===== config.mk =====
export PLATFORM = sky130hd
export DESIGN_NAME = sfp_event_timestamp
export DESIGN_NICKNAME = d
export VERILOG_FILES = /design/src/rtl/sfp_event_timestamp.sv
export SDC_FILE = /design/constraint.sdc
export NUM_CORES = 1
export LEC_CHECK = 0
export ABC_CLOCK_PERIOD_IN_PS = 2400
export CAP_MARGIN = 20
export CORE_ASPECT_RATIO = 0.5
export CORE_MARGIN = 2
export CORE_UTILIZATION = 30
export CTS_CLUSTER_DIAMETER = 60
export DETAILED_ROUTE_END_ITERATION = 7
export PLACE_DENSITY_LB_ADDON = 0.3
export SETUP_SLACK_MARGIN = 0.2
export SLEW_MARGIN = 20
export SYNTH_ARGS = -nofsm -noshare
export SYNTH_HDL_FRONTEND = slang
export SYNTH_SLANG_ARGS = --single-unit

===== constraint.sdc =====
create_clock -name event_clk_i -period 2.4 [get_ports event_clk_i]
set_input_delay 0.48 -clock event_clk_i [delete_from_list [all_inputs] [get_ports event_clk_i]]
set_output_delay 0.48 -clock event_clk_i [all_outputs]
set_load 0.1 [all_outputs]

===== src/rtl/sfp_event_timestamp.sv =====
// ---------------------------------------------------------------------------
// sfp_event_timestamp
//
// Timestamp stage that sits right after the SFP event-receiver decode. It runs
// entirely in the recovered event clock domain.
//   - 0x70 / 0x71 events shift a 0 / 1 into a 32-bit seconds word, MSB first.
//   - A 0x7D event commits that word as the new seconds value and restarts the
//     sub-second tick counter.
//   - A watchdog supervises the 0x7A heartbeat event.
//   - If the link drops, synchronisation is lost, but the last seconds value
//     is kept.
//
// Ports
//   event_clk_i     in   1   recovered event clock (sole clock)
//   reset_i         in   1   synchronous, active-high reset
//   link_ok_i       in   1   receiver link up
//   event_code_i    in   8   event code
//   event_valid_i   in   1   event code is qualified (data char, no errors)
//   seconds_o       out  32  committed seconds value
//   ticks_o         out  32  clock cycles since last committed 0x7D (saturating)
//   synced_o        out  1   seconds_o is valid
//   ts_strobe_o     out  1   pulse: seconds_o was (re)loaded
//   sec_mismatch_o  out  1   pulse: received seconds != previous seconds + 1
//   sec_short_o     out  1   pulse: 0x7D arrived before 32 bits were shifted
//   hb_lost_o       out  1   heartbeat watchdog expired
//
// Every output is a register and responds one cycle after the input cycle
// that caused the change.
// ---------------------------------------------------------------------------
module sfp_event_timestamp #(
  parameter logic [31:0] HB_TIMEOUT = 32'd125000000
) (
  input  logic        event_clk_i,
  input  logic        reset_i,
  input  logic        link_ok_i,
  input  logic [7:0]  event_code_i,
  input  logic        event_valid_i,
  output logic [31:0] seconds_o,
  output logic [31:0] ticks_o,
  output logic        synced_o,
  output logic        ts_strobe_o,
  output logic        sec_mismatch_o,
  output logic        sec_short_o,
  output logic        hb_lost_o
);

  localparam logic [7:0] EV_BIT0  = 8'h70;
  localparam logic [7:0] EV_BIT1  = 8'h71;
  localparam logic [7:0] EV_HBEAT = 8'h7A;
  localparam logic [7:0] EV_SECS  = 8'h7D;

  typedef enum logic {ST_UNSYNC, ST_SYNCED} state_t;

  // ---------------------------------------------------------------------
  // Registers
  // ---------------------------------------------------------------------
  state_t      r_state;
  logic [31:0] r_shift;
  logic [5:0]  r_bit_cnt;
  logic [31:0] r_seconds;
  logic [31:0] r_ticks;
  logic        r_synced;
  logic        r_strobe;
  logic        r_mismatch;
  logic        r_short;
  logic [31:0] r_wdog;
  logic        r_hb_lost;

  // ---------------------------------------------------------------------
  // Event decode. Only qualified cycles are decoded.
  // ---------------------------------------------------------------------
  logic w_ev_bit0;
  logic w_ev_bit1;
  logic w_ev_hbeat;
  logic w_ev_secs;
  logic w_full;

  assign w_ev_bit0  = event_valid_i && (event_code_i == EV_BIT0);
  assign w_ev_bit1  = event_valid_i && (event_code_i == EV_BIT1);
  assign w_ev_hbeat = event_valid_i && (event_code_i == EV_HBEAT);
  assign w_ev_secs  = event_valid_i && (event_code_i == EV_SECS);
  assign w_full     = (r_bit_cnt == 6'd32);

  // ---------------------------------------------------------------------
  // Next-state and next-output logic
  // ---------------------------------------------------------------------
  state_t      w_state_nxt;
  logic [31:0] w_shift_nxt;
  logic [5:0]  w_bit_cnt_nxt;
  logic [31:0] w_seconds_nxt;
  logic [31:0] w_ticks_nxt;
  logic        w_synced_nxt;
  logic        w_strobe_nxt;
  logic        w_mismatch_nxt;
  logic        w_short_nxt;
  logic [31:0] w_sec_pred;

  // The predicted next second. It serves both as the mismatch reference and
  // as the free-run value when a short word arrives.
  assign w_sec_pred = r_seconds + 32'd1;

  always_comb begin
    w_state_nxt    = r_state;
    w_shift_nxt    = r_shift;
    w_bit_cnt_nxt  = r_bit_cnt;
    w_seconds_nxt  = r_seconds;
    w_synced_nxt   = r_synced;
    w_strobe_nxt   = 1'b0;
    w_mismatch_nxt = 1'b0;
    w_short_nxt    = 1'b0;
    // The tick counter saturates so that a long-lost 0x7D is never mistaken
    // for a fresh second.
    w_ticks_nxt    = (r_ticks == 32'hFFFF_FFFF) ? r_ticks : r_ticks + 32'd1;

    if (!link_ok_i) begin
      // Link loss outranks every event on the same cycle, including 0x7D.
      // The seconds value is kept for observation, but it is no longer
      // trusted.
      w_state_nxt   = ST_UNSYNC;
      w_synced_nxt  = 1'b0;
      w_shift_nxt   = '0;
      w_bit_cnt_nxt = '0;
      w_ticks_nxt   = '0;
    end else if (w_ev_secs) begin
      w_shift_nxt   = '0;
      w_bit_cnt_nxt = '0;
      w_ticks_nxt   = '0;
      unique case (r_state)
        ST_UNSYNC: begin
          if (w_full) begin
            w_state_nxt   = ST_SYNCED;
            w_seconds_nxt = r_shift;
            w_synced_nxt  = 1'b1;
            w_strobe_nxt  = 1'b1;
          end else begin
            w_short_nxt   = 1'b1;
          end
        end
        ST_SYNCED: begin
          w_strobe_nxt = 1'b1;
          if (w_full) begin
            w_seconds_nxt  = r_shift;
            w_mismatch_nxt = (r_shift != w_sec_pred);
          end else begin
            // No complete word arrived, so keep counting seconds locally.
            w_seconds_nxt = w_sec_pred;
            w_short_nxt   = 1'b1;
          end
        end
        default: w_state_nxt = ST_UNSYNC;
      endcase
    end else if (w_ev_bit0 || w_ev_bit1) begin
      // After 32 bits the oldest bit falls off the top, so the register
      // always holds the newest 32 bits.
      w_shift_nxt   = {r_shift[30:0], w_ev_bit1};
      w_bit_cnt_nxt = w_full ? 6'd32 : r_bit_cnt + 6'd1;
    end
  end

  // ---------------------------------------------------------------------
  // Timestamp state registers
  // ---------------------------------------------------------------------
  always_ff @(posedge event_clk_i) begin
    if (reset_i) begin
      r_state    <= ST_UNSYNC;
      r_shift    <= '0;
      r_bit_cnt  <= '0;
      r_seconds  <= '0;
      r_ticks    <= '0;
      r_synced   <= 1'b0;
      r_strobe   <= 1'b0;
      r_mismatch <= 1'b0;
      r_short    <= 1'b0;
    end else begin
      r_state    <= w_state_nxt;
      r_shift    <= w_shift_nxt;
      r_bit_cnt  <= w_bit_cnt_nxt;
      r_seconds  <= w_seconds_nxt;
      r_ticks    <= w_ticks_nxt;
      r_synced   <= w_synced_nxt;
      r_strobe   <= w_strobe_nxt;
      r_mismatch <= w_mismatch_nxt;
      r_short    <= w_short_nxt;
    end
  end

  // ---------------------------------------------------------------------
  // Heartbeat watchdog. It is independent of link state. The counter parks
  // at HB_TIMEOUT-1 once expired, so the flag cannot clear until a new
  // heartbeat arrives.
  // ---------------------------------------------------------------------
  always_ff @(posedge event_clk_i) begin
    if (reset_i) begin
      r_wdog    <= '0;
      r_hb_lost <= 1'b0;
    end else if (w_ev_hbeat) begin
      r_wdog    <= '0;
      r_hb_lost <= 1'b0;
    end else if (!r_hb_lost) begin
      if (r_wdog == HB_TIMEOUT - 32'd1) begin
        r_hb_lost <= 1'b1;
      end else begin
        r_wdog <= r_wdog + 32'd1;
      end
    end
  end

  assign seconds_o      = r_seconds;
  assign ticks_o        = r_ticks;
  assign synced_o       = r_synced;
  assign ts_strobe_o    = r_strobe;
  assign sec_mismatch_o = r_mismatch;
  assign sec_short_o    = r_short;
  assign hb_lost_o      = r_hb_lost;

endmodule


# Yosys cells after proc, flatten, opt, wreduce, memory -nomap -nowiden
# Cells that the tools add are included.
dict set report word_totals {
  register_bits 140
  inputBits 12
  out_inout_bits 69
  word_cells 53
}
dict set report op_classes {
  add_sub_neg 4
  n_eq_ne 9
  muxes 10
  n_bitwise 6
  n_reduce_logical 13
}
# op n
set op_table {}
lappend op_table {{$add 32x1->32 const B} 3}
lappend op_table {{$mux 32} 2}
lappend op_table {{$pmux 32 s2} 1}
lappend op_table {{$eq 32x27->1 const B} 1}
lappend op_table {{$eq 32x32->1 const B} 1}
lappend op_table {{$eq 8x7->1 const B} 4}
lappend op_table {{$ne 32x32->1} 1}
lappend op_table {{$add 6x1->6 const B} 1}
lappend op_table {{$eq 6x6->1 const B} 1}
lappend op_table {{$mux 6} 1}
lappend op_table {{$not 1->1} 6}
lappend op_table {{$reduce_and 3->1} 2}
lappend op_table {{$reduce_or 3->1} 2}
lappend op_table {{$mux 1} 5}
lappend op_table {{$reduce_or 5->1} 1}
lappend op_table {{$logic_and 1x1->1} 4}
lappend op_table {{$reduce_or 2->1} 2}
lappend op_table {{$ne 2x2->1 const B} 1}
lappend op_table {{$pmux 1 s2} 1}
lappend op_table {{$reduce_and 2->1} 1}
lappend op_table {{$logic_or 1x1->1} 1}

# Longest topological paths before layout
dict set report logic_depth {
  word_depth 4
  mapped_depth 11
}

# Worst setup path before layout
# OpenSTA, ideal clock, no wires.
dict set report synth_path {
  kind {register -> register}
  startpoint {register r_seconds[0], in the netlist seconds_o[0]}
  endpoint {register r_mismatch, in the netlist sec_mismatch_o}
  arrival_ns 3.098
  required_time_ns 2.260
  setup_slack_ns -0.837
  stages_incl_launch_ff 9
  n_path_buf 0
  synth_period_minus_slack_ns 3.237
  path_cell_list {dfxtp_1 > ha_1 > nand3_1 > nor4_1 > and2_1 > nand3_1 > xnor2_1 > nor4_1 > a41oi_1}
}
dict set report synth_via {
  elab_chain_len 2
}
# element line_no
set synth_lines {}
lappend synth_lines {{from (decl)} 60} ;# logic [31:0] r_seconds;
lappend synth_lines {{from (signal assigned)} 178} ;# r_seconds <= w_seconds_nxt;
lappend synth_lines {{$add 32x1->32} 100} ;# assign w_sec_pred = r_seconds + 32'd1;
lappend synth_lines {{$ne 32x32->1} 143} ;# w_mismatch_nxt = (r_shift != w_sec_pred);
lappend synth_lines {{to (signal assigned)} 182} ;# r_mismatch <= w_mismatch_nxt;
lappend synth_lines {{to (decl)} 64} ;# logic r_mismatch;
# Every way passes these cells.
# A chain may end at the register's enable or synchronous reset.

# Worst setup path after layout
dict set report layout_path {
  startpoint {register r_seconds[7], in the netlist seconds_o[7]}
  endpoint {register r_mismatch, in the netlist sec_mismatch_o}
}
# Same word-level chain as after synthesis.

==> metrics.csv <==
metric,value,unit
die_area,26500,sq um
dp_hpwl,15400,um
ys.flop_type,dfxtp_1,
drive_gt1_frac,0.273,
ys_seq_elements,140,
clock_latency,440,ps
chipWidth,228,um
hold_class,reg -> reg,
cp_num_buf_inv,2,
grt_overflow_total,0,
crit_family,simple AND/OR/NAND/NOR gates,
crit_path_cell_trace,"nand3_4, buf_6, nor4_4, nand4_1, xnor2_1, nor4b_2, buf_4, and4_1, a41oi_1",
critical_path_class,reg -> reg,
via_per_inst,4.95,
grt_pass1_wl,34700,um
grt_start_max_net_pins,51,
rows,40,
cts_sinks,140,
final_cell_area,10100,sq um
start_util,0.310,
ctsLongestPathBuffers,2,
synth.area.top_cells,"dfxtp_1, xnor2_1, nand2_1",
synthTopCellsByCount,"dfxtp_1, nand2_1, nor2_1",
synth_edf_count,0,
finalHoldViolations,0,
hold_buffers,0,
synth_top_cell_by_area,dfxtp_1,
cts_tree,done,
track_usage,0.164,
synth_fp_nets,963,
crit_fanout,5,
synth_cell_types,62,
drc,0,
place_area,9230,sq um
maxCapViolations,0,
rsz0062_at_grt,yes,
final.setup.tns,0,ps
vdd_drop_max,379,uV
synth_top_area_share,0.371,
fp.dieH,116,um
ys_seq_area_frac,0.371,
grt_pass1_vias,6564,
routedWlPerCell,15.0,um
skew,7.50,ps
ys_async_sr_fraction,0,
htree_levels,4,
syn_inst,946,
endpoint_kind,register,
fin_nets,1097,
crit_required,2710,ps
critPathArrivalTime,2620,ps
syn_area_per_cell,7.98,sq um
n_antenna_cell,0,
cts-root-buf,clkbuf_16,
final_core_util,0.414,
min_period,2310,ps
fin_crit_sh,0.963,
p_leak,3.64,nW
drtAntennaViolNets,0,
p_per_area,508,nW/um^2
setup_viol,0,
crit_path_start_kind,register,
cpMaxStageDelayCell,nor4_4,
synthesis.area,7550,sq um
vias,7067,
slew_headroom,0.688,
fmax,0.433,GHz
antenna_found_initial,0,
drt_iter0_markers,446,
gp_congestion,0.862,
numCtsBuffers,17,
ys_warn_count,0,
ios,81,
clkSlewWorstSetupHoldPaths,60,ps
critPathMaxStageDelay,390,ps
syn2layout_area_growth,33.7,%
worst_slew_pin_slew,464,ps
status,"complete, no violations",
portBuffers,80,
report.final.slew_viol_count,0,
coreArea,24400,sq um
dr.pass1.iters,5,
wirelength,21400,um
worst register-to-register path: cells and delay by family (launching register included):
kind,cells,cell delay [ps]
compound gates,1,100
flops,1,360
buf+inv,2,330
xor+xnor,1,190
simple gates,5,1230
kinds of logic after synthesis:
logic type | after synthesis | share of synthesized area
DFF | 140 | 0.371
adders and majority gates | 5 | 0.00828
buffers and inverters | 72 | 0.0510
xor gates and xnor gates | 110 | 0.131
and+or+nand+nor | 435 | 0.296
muxes | 2 | 0.00265
AOI/OAI and AO/OA | 182 | 0.140
through the flow:
stage | total power [W] | worst slack [ps] | hold slack [ps] | instances
floorplan | 0.00242 | -98.4 | 463 | 946
global placement | 0.00248 | -278 | 454 | 1388
detailed placement | 0.00249 | -266 | 470 | 1388
CTS | 0.00520 | 106 | 484 | 1425
global route | 0.00532 | -16.5 | 502 | 1429
finish | 0.00513 | 88.0 | 478 | 1429
power by group:
part | internal, W | total [W] | switching (W)
Clock | 0.00162 | 0.00269 | 0.00107
Sequential | 0.00230 | 0.00231 | 0.00000857
Combinational | 0.0000497 | 0.000124 | 0.0000738
Total | 0.00398 | 0.00513 | 0.00115
final cells by class:
class	instances	area, sq um
inverters	15	56.3
fillers	2414	14300
repair buffers	171	1460
well taps	336	420
flip-flops and latches	140	2940
clock buffers	20	468
multi-input cells	735	4620
clock inverters	12	135
routing by layer:
layer	GRT usage	vias to the layer above	routed length, um	part of all wire
met2	0.267	117	10100	0.47
met4	0.0566	0	277	0.013
met5	0	-	0	0
met1	0.217	3361	10200	0.48
li1	-	3568	-	-
met3	0.0374	21	867	0.040
repair_timing:
action | CTS | global route
setup buffers | 5 | 3
pin swaps | 10 | 7
gates cloned | 0 | 1
gates resized for setup | 24 | 14
setup endpoints to repair | 4 | 56
final timing paths:
| kind | start | end | slack, ps | cells after the start |
|---|---|---|---|---|
| setup reg to reg | seconds_o[7] | sec_mismatch_o | 90 | 9 |
| hold reg to reg | synced_o | synced_o | 480 | 2 |
| setup / recovery | seconds_o[7] | sec_mismatch_o | 90 | 9 |
| hold / removal | synced_o | synced_o | 480 | 2 |
sequential cells by signal, indices dropped and copies added (netlist names):
name            count
sec_mismatch_o      1
ts_strobe_o         1
ticks_o            32
hb_lost_o           1
sec_short_o         1
r_wdog             32
r_bit_cnt           6
r_state             1
r_shift            32
seconds_o          32
synced_o            1
cells in the final DEF, fill, tap and decap left out, types with 7 or more instances in the layout:
| cell | synthesis | final |
|---|---|---|
| and3_1 | 20 | 16 |
| a21oi_1 | 97 | 95 |
| inv_1 | 14 | 14 |
| buf_4 | 2 | 143 |
| nand2_1 | 140 | 139 |
| nand4_1 | 32 | 32 |
| dfxtp_4 | 0 | 25 |
| clkdlybuf4s50_1 | 0 | 11 |
| nor3_1 | 16 | 14 |
| dfxtp_1 | 140 | 83 |
| dfxtp_2 | 0 | 32 |
| xnor2_1 | 63 | 63 |
| o21ai_0 | 35 | 32 |
| xor2_1 | 45 | 45 |
| and4_1 | 12 | 11 |
| buf_12 | 0 | 9 |
| nand3_1 | 37 | 34 |
| nor4_1 | 13 | 7 |
| nor4_4 | 4 | 7 |
| o31ai_1 | 9 | 9 |
| nor2_1 | 98 | 98 |
| nor2b_1 | 12 | 12 |
| clkbuf_16 | 0 | 18 |
| or3_1 | 9 | 9 |
| and2_1 | 8 | 7 |
No activity file was read; power rests on OpenSTA's default activity.
